$ cat src/rtl/pll_reset_sequencer.sv
// pll_reset_sequencer: filters PLL lock and releases per-domain resets one at a time
`timescale 1ns/1ps
module pll_reset_sequencer #(
    parameter int NUM_DOMAINS  = 4,
    parameter int LOCK_FILTER  = 8,
    parameter int STAGE_CYCLES = 16,
    parameter int CNT_W        = 8
) (
    input  logic                   pll_clock,
    input  logic                   reset,
    input  logic                   pll_locked,
    input  logic                   sw_reset_req,
    output logic [NUM_DOMAINS-1:0] domain_rst,
    output logic                   all_ready,
    output logic [1:0]             seq_state,
    output logic [CNT_W-1:0]       relock_count
);
    localparam int LW = $clog2(LOCK_FILTER + 1);
    localparam int SW = $clog2(STAGE_CYCLES + 1);
    localparam int IW = $clog2(NUM_DOMAINS + 1);
    localparam logic [LW-1:0] LOCK_LAST  = LW'(LOCK_FILTER - 1);
    localparam logic [SW-1:0] STAGE_LAST = SW'(STAGE_CYCLES - 1);
    localparam logic [IW-1:0] IDX_LAST   = IW'(NUM_DOMAINS - 1);

    typedef enum logic [1:0] {HOLD = 2'd0, RELEASE = 2'd1, RUN = 2'd2} state_t;

    state_t                 state, state_d;
    logic                   sync_q1, locked_s;
    logic                   abort;
    logic [LW-1:0]          lock_cnt, lock_cnt_d;
    logic [SW-1:0]          stage_cnt, stage_cnt_d;
    logic [IW-1:0]          stage_idx, stage_idx_d;
    logic [NUM_DOMAINS-1:0] domain_rst_d;
    logic                   all_ready_d;
    logic [CNT_W-1:0]       relock_d;

    assign seq_state = state;

    // two-flop synchronizer bringing pll_locked into the pll_clock domain
    always_ff @(posedge pll_clock or posedge reset) begin
        if (reset) begin
            sync_q1  <= 1'b0;
            locked_s <= 1'b0;
        end else begin
            sync_q1  <= pll_locked;
            locked_s <= sync_q1;
        end
    end

    // sequencer state, counters and registered outputs
    always_ff @(posedge pll_clock or posedge reset) begin
        if (reset) begin
            state        <= HOLD;
            lock_cnt     <= '0;
            stage_cnt    <= '0;
            stage_idx    <= '0;
            domain_rst   <= '1;
            all_ready    <= 1'b0;
            relock_count <= '0;
        end else begin
            state        <= state_d;
            lock_cnt     <= lock_cnt_d;
            stage_cnt    <= stage_cnt_d;
            stage_idx    <= stage_idx_d;
            domain_rst   <= domain_rst_d;
            all_ready    <= all_ready_d;
            relock_count <= relock_d;
        end
    end

    // next state: abort wins over everything, then lock filtering or staged release
    always_comb begin
        state_d      = state;
        lock_cnt_d   = lock_cnt;
        stage_cnt_d  = stage_cnt;
        stage_idx_d  = stage_idx;
        domain_rst_d = domain_rst;
        all_ready_d  = all_ready;
        relock_d     = relock_count;
        abort        = (state != HOLD) && (!locked_s || sw_reset_req);
        if (abort) begin
            state_d      = HOLD;
            lock_cnt_d   = '0;
            stage_cnt_d  = '0;
            stage_idx_d  = '0;
            domain_rst_d = '1;
            all_ready_d  = 1'b0;
            if (state == RUN && !locked_s && relock_count != '1)
                relock_d = relock_count + CNT_W'(1);
        end else if (state == HOLD) begin
            domain_rst_d = '1;
            all_ready_d  = 1'b0;
            if (!locked_s) begin
                lock_cnt_d = '0;
            end else if (lock_cnt == LOCK_LAST) begin
                state_d     = RELEASE;
                lock_cnt_d  = '0;
                stage_cnt_d = '0;
                stage_idx_d = '0;
            end else begin
                lock_cnt_d = lock_cnt + LW'(1);
            end
        end else if (state == RELEASE) begin
            if (stage_cnt == STAGE_LAST) begin
                domain_rst_d = domain_rst & ~(NUM_DOMAINS'(1) << stage_idx);
                stage_cnt_d  = '0;
                stage_idx_d  = stage_idx + IW'(1);
                if (stage_idx == IDX_LAST) begin
                    state_d     = RUN;
                    all_ready_d = 1'b1;
                end
            end else begin
                stage_cnt_d = stage_cnt + SW'(1);
            end
        end else if (state != RUN) begin
            state_d      = HOLD;
            domain_rst_d = '1;
            all_ready_d  = 1'b0;
        end
    end
endmodule
$ cat config.mk
export PLATFORM = sky130hd
export DESIGN_NAME = pll_reset_sequencer
export DESIGN_NICKNAME = d
export VERILOG_FILES = /design/src/rtl/pll_reset_sequencer.sv
export SDC_FILE = /design/constraint.sdc
export NUM_CORES = 1
export LEC_CHECK = 0
export BUFFER_PORTS_ARGS = -buffer_cell sky130_fd_sc_hd__buf_2
export CORE_UTILIZATION = 60
export CTS_BUF_LIST = sky130_fd_sc_hd__clkbuf_2 sky130_fd_sc_hd__clkbuf_4 sky130_fd_sc_hd__clkbuf_8
export CTS_CLUSTER_SIZE = 8
export DETAILED_ROUTE_END_ITERATION = 12
export PLACE_DENSITY = 0.83
export SYNTH_ARGS = -nofsm -noshare
export SYNTH_HDL_FRONTEND = slang
export SYNTH_SLANG_ARGS = --single-unit
$ cat constraint.sdc
create_clock -name pll_clock -period 4.75 [get_ports pll_clock]
set_input_delay 1.1875 -clock pll_clock [delete_from_list [all_inputs] [get_ports pll_clock]]
set_output_delay 1.1875 -clock pll_clock [all_outputs]
set_load 0.05 [all_outputs]
; ---- After elaboration in Yosys (flattened, before gate mapping)
; Index checks and enable logic that the tools add are counted.
[op_classes]
n_mux = 35
addsub = 4
bitwise = 2
n_reduce_logical = 17
shifts = 1
eq_ne = 11
[op_table]
columns = op, n
row1 = $mux 4, 9
row2 = $mux 5, 6
row3 = $mux 3, 6
row4 = $mux 2, 8
row5 = $add 8x1->8 const B, 1
row6 = $ne 4x3->1 const B, 2
row7 = $ne 8x8->1 const B, 1
row8 = $mux 1, 6
row9 = $reduce_and 3->1, 2
row10 = $reduce_bool 3->1, 2
row11 = $add 5x1->5 const B, 1
row12 = $eq 5x4->1 const B, 1
row13 = $reduce_and 5->1, 1
row14 = $add 4x1->4 const B, 1
row15 = $and 4x4->4, 1
row16 = $eq 4x3->1 const B, 1
row17 = $not 4->4, 1
row18 = $reduce_and 2->1, 2
row19 = $reduce_and 4->1, 1
row20 = $reduce_bool 2->1, 2
row21 = $reduce_bool 4->1, 1
row22 = $shl 1x3->4 const A, 1
row23 = $add 3x1->3 const B, 1
row24 = $eq 3x2->1 const B, 1
row25 = 9 further kinds, 11
[word_totals]
register_bits = 29
wordCells = 79
inputBits = 4

; ---- Depth between registers and ports, before layout
[depth]
word_depth = 7
mapped_depth = 5
mapped_depth_nobuf = 5

; ---- Least setup slack after synthesis
; OpenSTA, ideal clock, no wires.
[synth_path]
kind = in2reg
from = in sw_reset_req
to = reg stage_idx[1]
n_path_buf = 0
slack_ps = 2588
path_stages = 4
t_arrival_ps = 2097
setup_ps = 65
cell_sequence = or2b_1 nor3_1 or2_2 a22o_1
[synth_between]
elab_chain_cells = 4
elab_cells_between_ends = 8
cone_classes = 2 x eq/ne / 1 x mux / 5 x reduce/logical
[synth_rtl]
columns = item, line_no
row1 = start: declaration, 12  ; input logic sw_reset_req,
row2 = $logic_or 1x1->1 *, 80  ; abort = (state != HOLD) && (!locked_s || sw_reset_req);
row3 = $logic_and 1x1->1 *, 80
row4 = "$ne 3x2->1 (no line), or another cell as far along", n/a
row5 = $reduce_and 4->1 (no line), n/a
row6 = end signal: assignment, 64  ; stage_idx <= stage_idx_d;
row7 = end: declaration, 32  ; logic [IW-1:0] stage_idx, stage_idx_d;
; Mark *: on every way between the ends. The rest lies on a longest branch, timed or not.
; A chain may end at the register's enable or synchronous reset.

; ---- Final worst setup path
[layout_path]
from = reg state[1], in the netlist seq_state[1]
to = out seq_state[1]
[layout_rtl]
columns = item, line_no
row1 = start: declaration, 27  ; state_t state, state_d;
row2 = start signal: assignment, 61  ; state <= state_d;
row3 = end: declaration, 15  ; output logic [1:0] seq_state,
; No word-level cell between the ends.

==> flow_summary.rst <==
.. list-table::
   :header-rows: 1

   * - Metric
     - Value
   * - Wire length of the first global-routing pass
     - 4.54 mm
   * - Max capacitance violation total
     - 0
   * - Root Driver
     - sky130_fd_sc_hd__clkbuf_4
   * - Setup-violating endpoint count in the final report
     - 0
   * - GRT Resource Usage Total
     - between 20% and 30%
   * - Num ports
     - 19
   * - First-pass iteration count of the detailed router
     - 4
   * - Final standard cell count with taps included and fillers excluded
     - 190
   * - Ratio of cells with drive above 1 in the final layout
     - between 20% and 30%
   * - Total of flip-flops plus latches after synthesis
     - 29
   * - Wirelength per Cell
     - 13.9 um
   * - Endpoint type of the worst setup path
     - primary output
   * - Post-cts gate resize count
     - 0
   * - Worst setup slack after placement
     - 2320 ps
   * - Final worst-path setup slack
     - 2340 ps
   * - Input/output buffers
     - 18
   * - Smallest hold slack
     - approximately 360 ps
   * - Synthesis Warnings
     - 0
   * - CTS Sinks
     - 29
   * - DRT Wirelength
     - 2.64 mm
   * - Max-Slew Margin vs Limit
     - about 30%
   * - RSZ-0062 raised after global routing
     - no
   * - Number of nets still failing antenna checks after routing
     - 0
   * - Core area
     - approximately 2200 um2
   * - Final-layout setup total negative slack
     - 0 ps
   * - Kind of cell with the highest combined delay on the critical path
     - flip-flops
   * - Critical Path Fanout Max
     - 11
   * - Weighted congestion reported at the end of routability-driven placement
     - 0.758
   * - Data arrival time of the worst path
     - approximately 1200 ps
   * - Vert. Die Dim
     - 50.9 um
   * - Maximum number of buffers from clock root to sink
     - 2
   * - Required time reported for the critical path endpoint
     - 3560 ps
   * - Hold buffer count at CTS
     - 0
   * - Worst supply voltage drop on vdd
     - 0.000227 V
   * - Final max-slew violation count
     - 0
   * - Via count of the first global-routing pass
     - 1063
   * - Worst-skew pair later-pin latency
     - 320 ps
   * - Time the worst path needs with I/O delays and setup
     - about 2400 ps
   * - Placed Instances
     - 183
   * - Number of buffers inserted to repair setup after CTS
     - 0
   * - Die width
     - a little over 50 um
   * - Via Count
     - 1057
   * - Synthesis-to-layout area growth
     - 12.1%
   * - Type of origin of the critical path
     - register
   * - Violation count after the first detailed-route iteration
     - 22
   * - Maximum clock frequency
     - about 420 MHz
   * - Worst path bufs/invs
     - 1
   * - Syn avg cell area
     - 10.3 um2
   * - Sequential-to-total area share from yosys stat
     - between 50% and 60%
   * - Kind of critical path
     - register to primary output
   * - Slowest stage cell on the critical path
     - sky130_fd_sc_hd__dfrtp_1
   * - Period Utilization, post-route
     - a little over 50%
   * - Stage delay of the slowest cell on the critical path
     - roughly 560 ps
   * - Number of different library cells in the post-synthesis netlist
     - 38
   * - Async S/R FF share, synth
     - 100%
   * - Die area
     - 2590 um2
   * - Largest net degree at the start of global routing
     - 30
   * - Clock tree from TritonCTS
     - yes
   * - Post-route DRC violation count
     - 0
   * - Clock skew
     - 6.28 ps
   * - Number of inserted diodes
     - 0
   * - Netlist Area Pre-Place
     - ~1400 um2
   * - Leak Pwr
     - approximately 0.00080 uW
   * - Total grt overflow
     - 0
   * - Hold Violations, Final
     - 0
   * - H-Tree Depth
     - 2
   * - Vias per cell
     - between 5 and 6
   * - HPWL Detailed
     - 1.89 mm
   * - Antenna violations before repair
     - 0
   * - Type of the tightest min-delay check
     - register to register
   * - Final net count
     - 174
   * - Dominant register cell in the synthesized netlist
     - sky130_fd_sc_hd__dfrtp_1
   * - Synthesized netlist cell count
     - 139
   * - CTS clk-pin slew, worst paths
     - 90 ps
   * - Post-Route Utilization
     - between 70 and 80%
   * - TritonCTS Buffers
     - 5
   * - Outcome
     - completed
   * - Initial core utilization
     - roughly 64%
   * - Post-synth EDFFs
     - 0
   * - Syn Nets
     - between 150 and 200
   * - Cells along the critical path
     - buf_2
   * - Rows
     - 17
   * - Transition at the pin with the smallest max-transition slack
     - 1050 ps
   * - Areal power density over the cells
     - approximately 270 nW/um2
cells in the final DEF (no fill, tap or decap), drive strengths merged, types with 2 or more instances in the layout:
master and n:
nand4b 2, and3 2, a21oi 9, xnor2 4, dfrtp 25, inv 7
o21ai 11, nand4 3, nor3 2, buf 18, nand3 6, nor3b 3
o21a 2, nor2b 5, nand2 11, nor2 11, ha 8, xor2 4
clkbuf 7, a22o 2, dfstp 4, a31oi 2
path summary, 6_finish.rpt:
check                              from               to  slack (ps)  cells after the start
max                        seq_state[1]     seq_state[1]        2340                      1
min                             sync_q1         locked_s         360                      0
max reg2reg                 lock_cnt[0]     stage_idx[1]        2960                      5
min reg2reg                     sync_q1         locked_s         360                      0
max in group asynchronous         reset     stage_idx[1]        3010                      2
min in group asynchronous         reset  relock_count[2]        1110                      2
Yosys cell counts (2+ instances only):
library cell,count,area [um2]
sky130_fd_sc_hd__a21oi_1,9,45.0
sky130_fd_sc_hd__nor2b_1,5,31.3
sky130_fd_sc_hd__inv_1,7,26.3
sky130_fd_sc_hd__o21ai_0,11,55.1
sky130_fd_sc_hd__nand3_1,6,30.0
sky130_fd_sc_hd__dfrtp_1,25,626
sky130_fd_sc_hd__and3_1,2,12.5
sky130_fd_sc_hd__nand2_1,11,41.3
sky130_fd_sc_hd__buf_2,2,10.0
sky130_fd_sc_hd__nor3b_1,3,22.5
sky130_fd_sc_hd__nor2_1,10,37.5
sky130_fd_sc_hd__dfstp_2,4,105
sky130_fd_sc_hd__xnor2_1,4,35.0
sky130_fd_sc_hd__ha_1,8,100
sky130_fd_sc_hd__nor3_1,2,10.0
sky130_fd_sc_hd__a31oi_1,2,12.5
sky130_fd_sc_hd__xor2_1,4,35.0
sky130_fd_sc_hd__nand4_1,3,18.8
sky130_fd_sc_hd__o21a_1,2,15.0
registers in the layout (all words and copies together) (netlist names):
register and cells:
stage_idx 3, sync_q1 1, domain_rst 4, all_ready 1, relock_count 8, seq_state 2
stage_cnt 5, locked_s 1, lock_cnt 4
through the flow:
step                total power [uW]  instance area, um2
floorplan                        280                1430
global placement                 286                1550
detailed placement               287                1550
CTS                              447                1610
global route                     458                1610
finish                           440                1610
power breakdown:
| group | total (uW) | leakage [uW] | internal [uW] | switching [uW] |
|---|---|---|---|---|
| registers | 261 | 0.000380 | 253 | 8.31 |
| clock network | 157 | 0.0000348 | 75.5 | 81.8 |
| logic | 21.2 | 0.000386 | 9.01 | 12.2 |
| total | 440 | 0.000801 | 337 | 102 |
metal layers:
metal  share of wire (%)  global-route usage (%)  vias to the layer above
met3                 5.2                    8.04                        4
met5                   0                       0                        -
met2                  48                    42.2                       32
met4                0.87                    14.4                        0
li1                    -                       -                      532
met1                  46                    27.5                      489
area by class of cell:
| class | instances | area (um2) |
|---|---|---|
| clock buffers | 7 | 58.8 |
| fillers | 162 | 626 |
| inverters | 7 | 26.3 |
| multi-input cells | 101 | 667 |
| flip-flops and latches | 29 | 731 |
| well taps | 28 | 35.0 |
| repair buffers | 18 | 90.1 |
cell families after synthesis:
family | count (synthesis) | synth area share [%]
fa+ha+maj | 8 | 6.98
xor+xnor | 8 | 4.89
flops | 29 | 51.0
buf+inv | 9 | 2.53
mux | 1 | 0.785
simple gates | 52 | 19.8
compound gates | 32 | 14.0
Note: power is estimated with default switching activity, not from simulation.
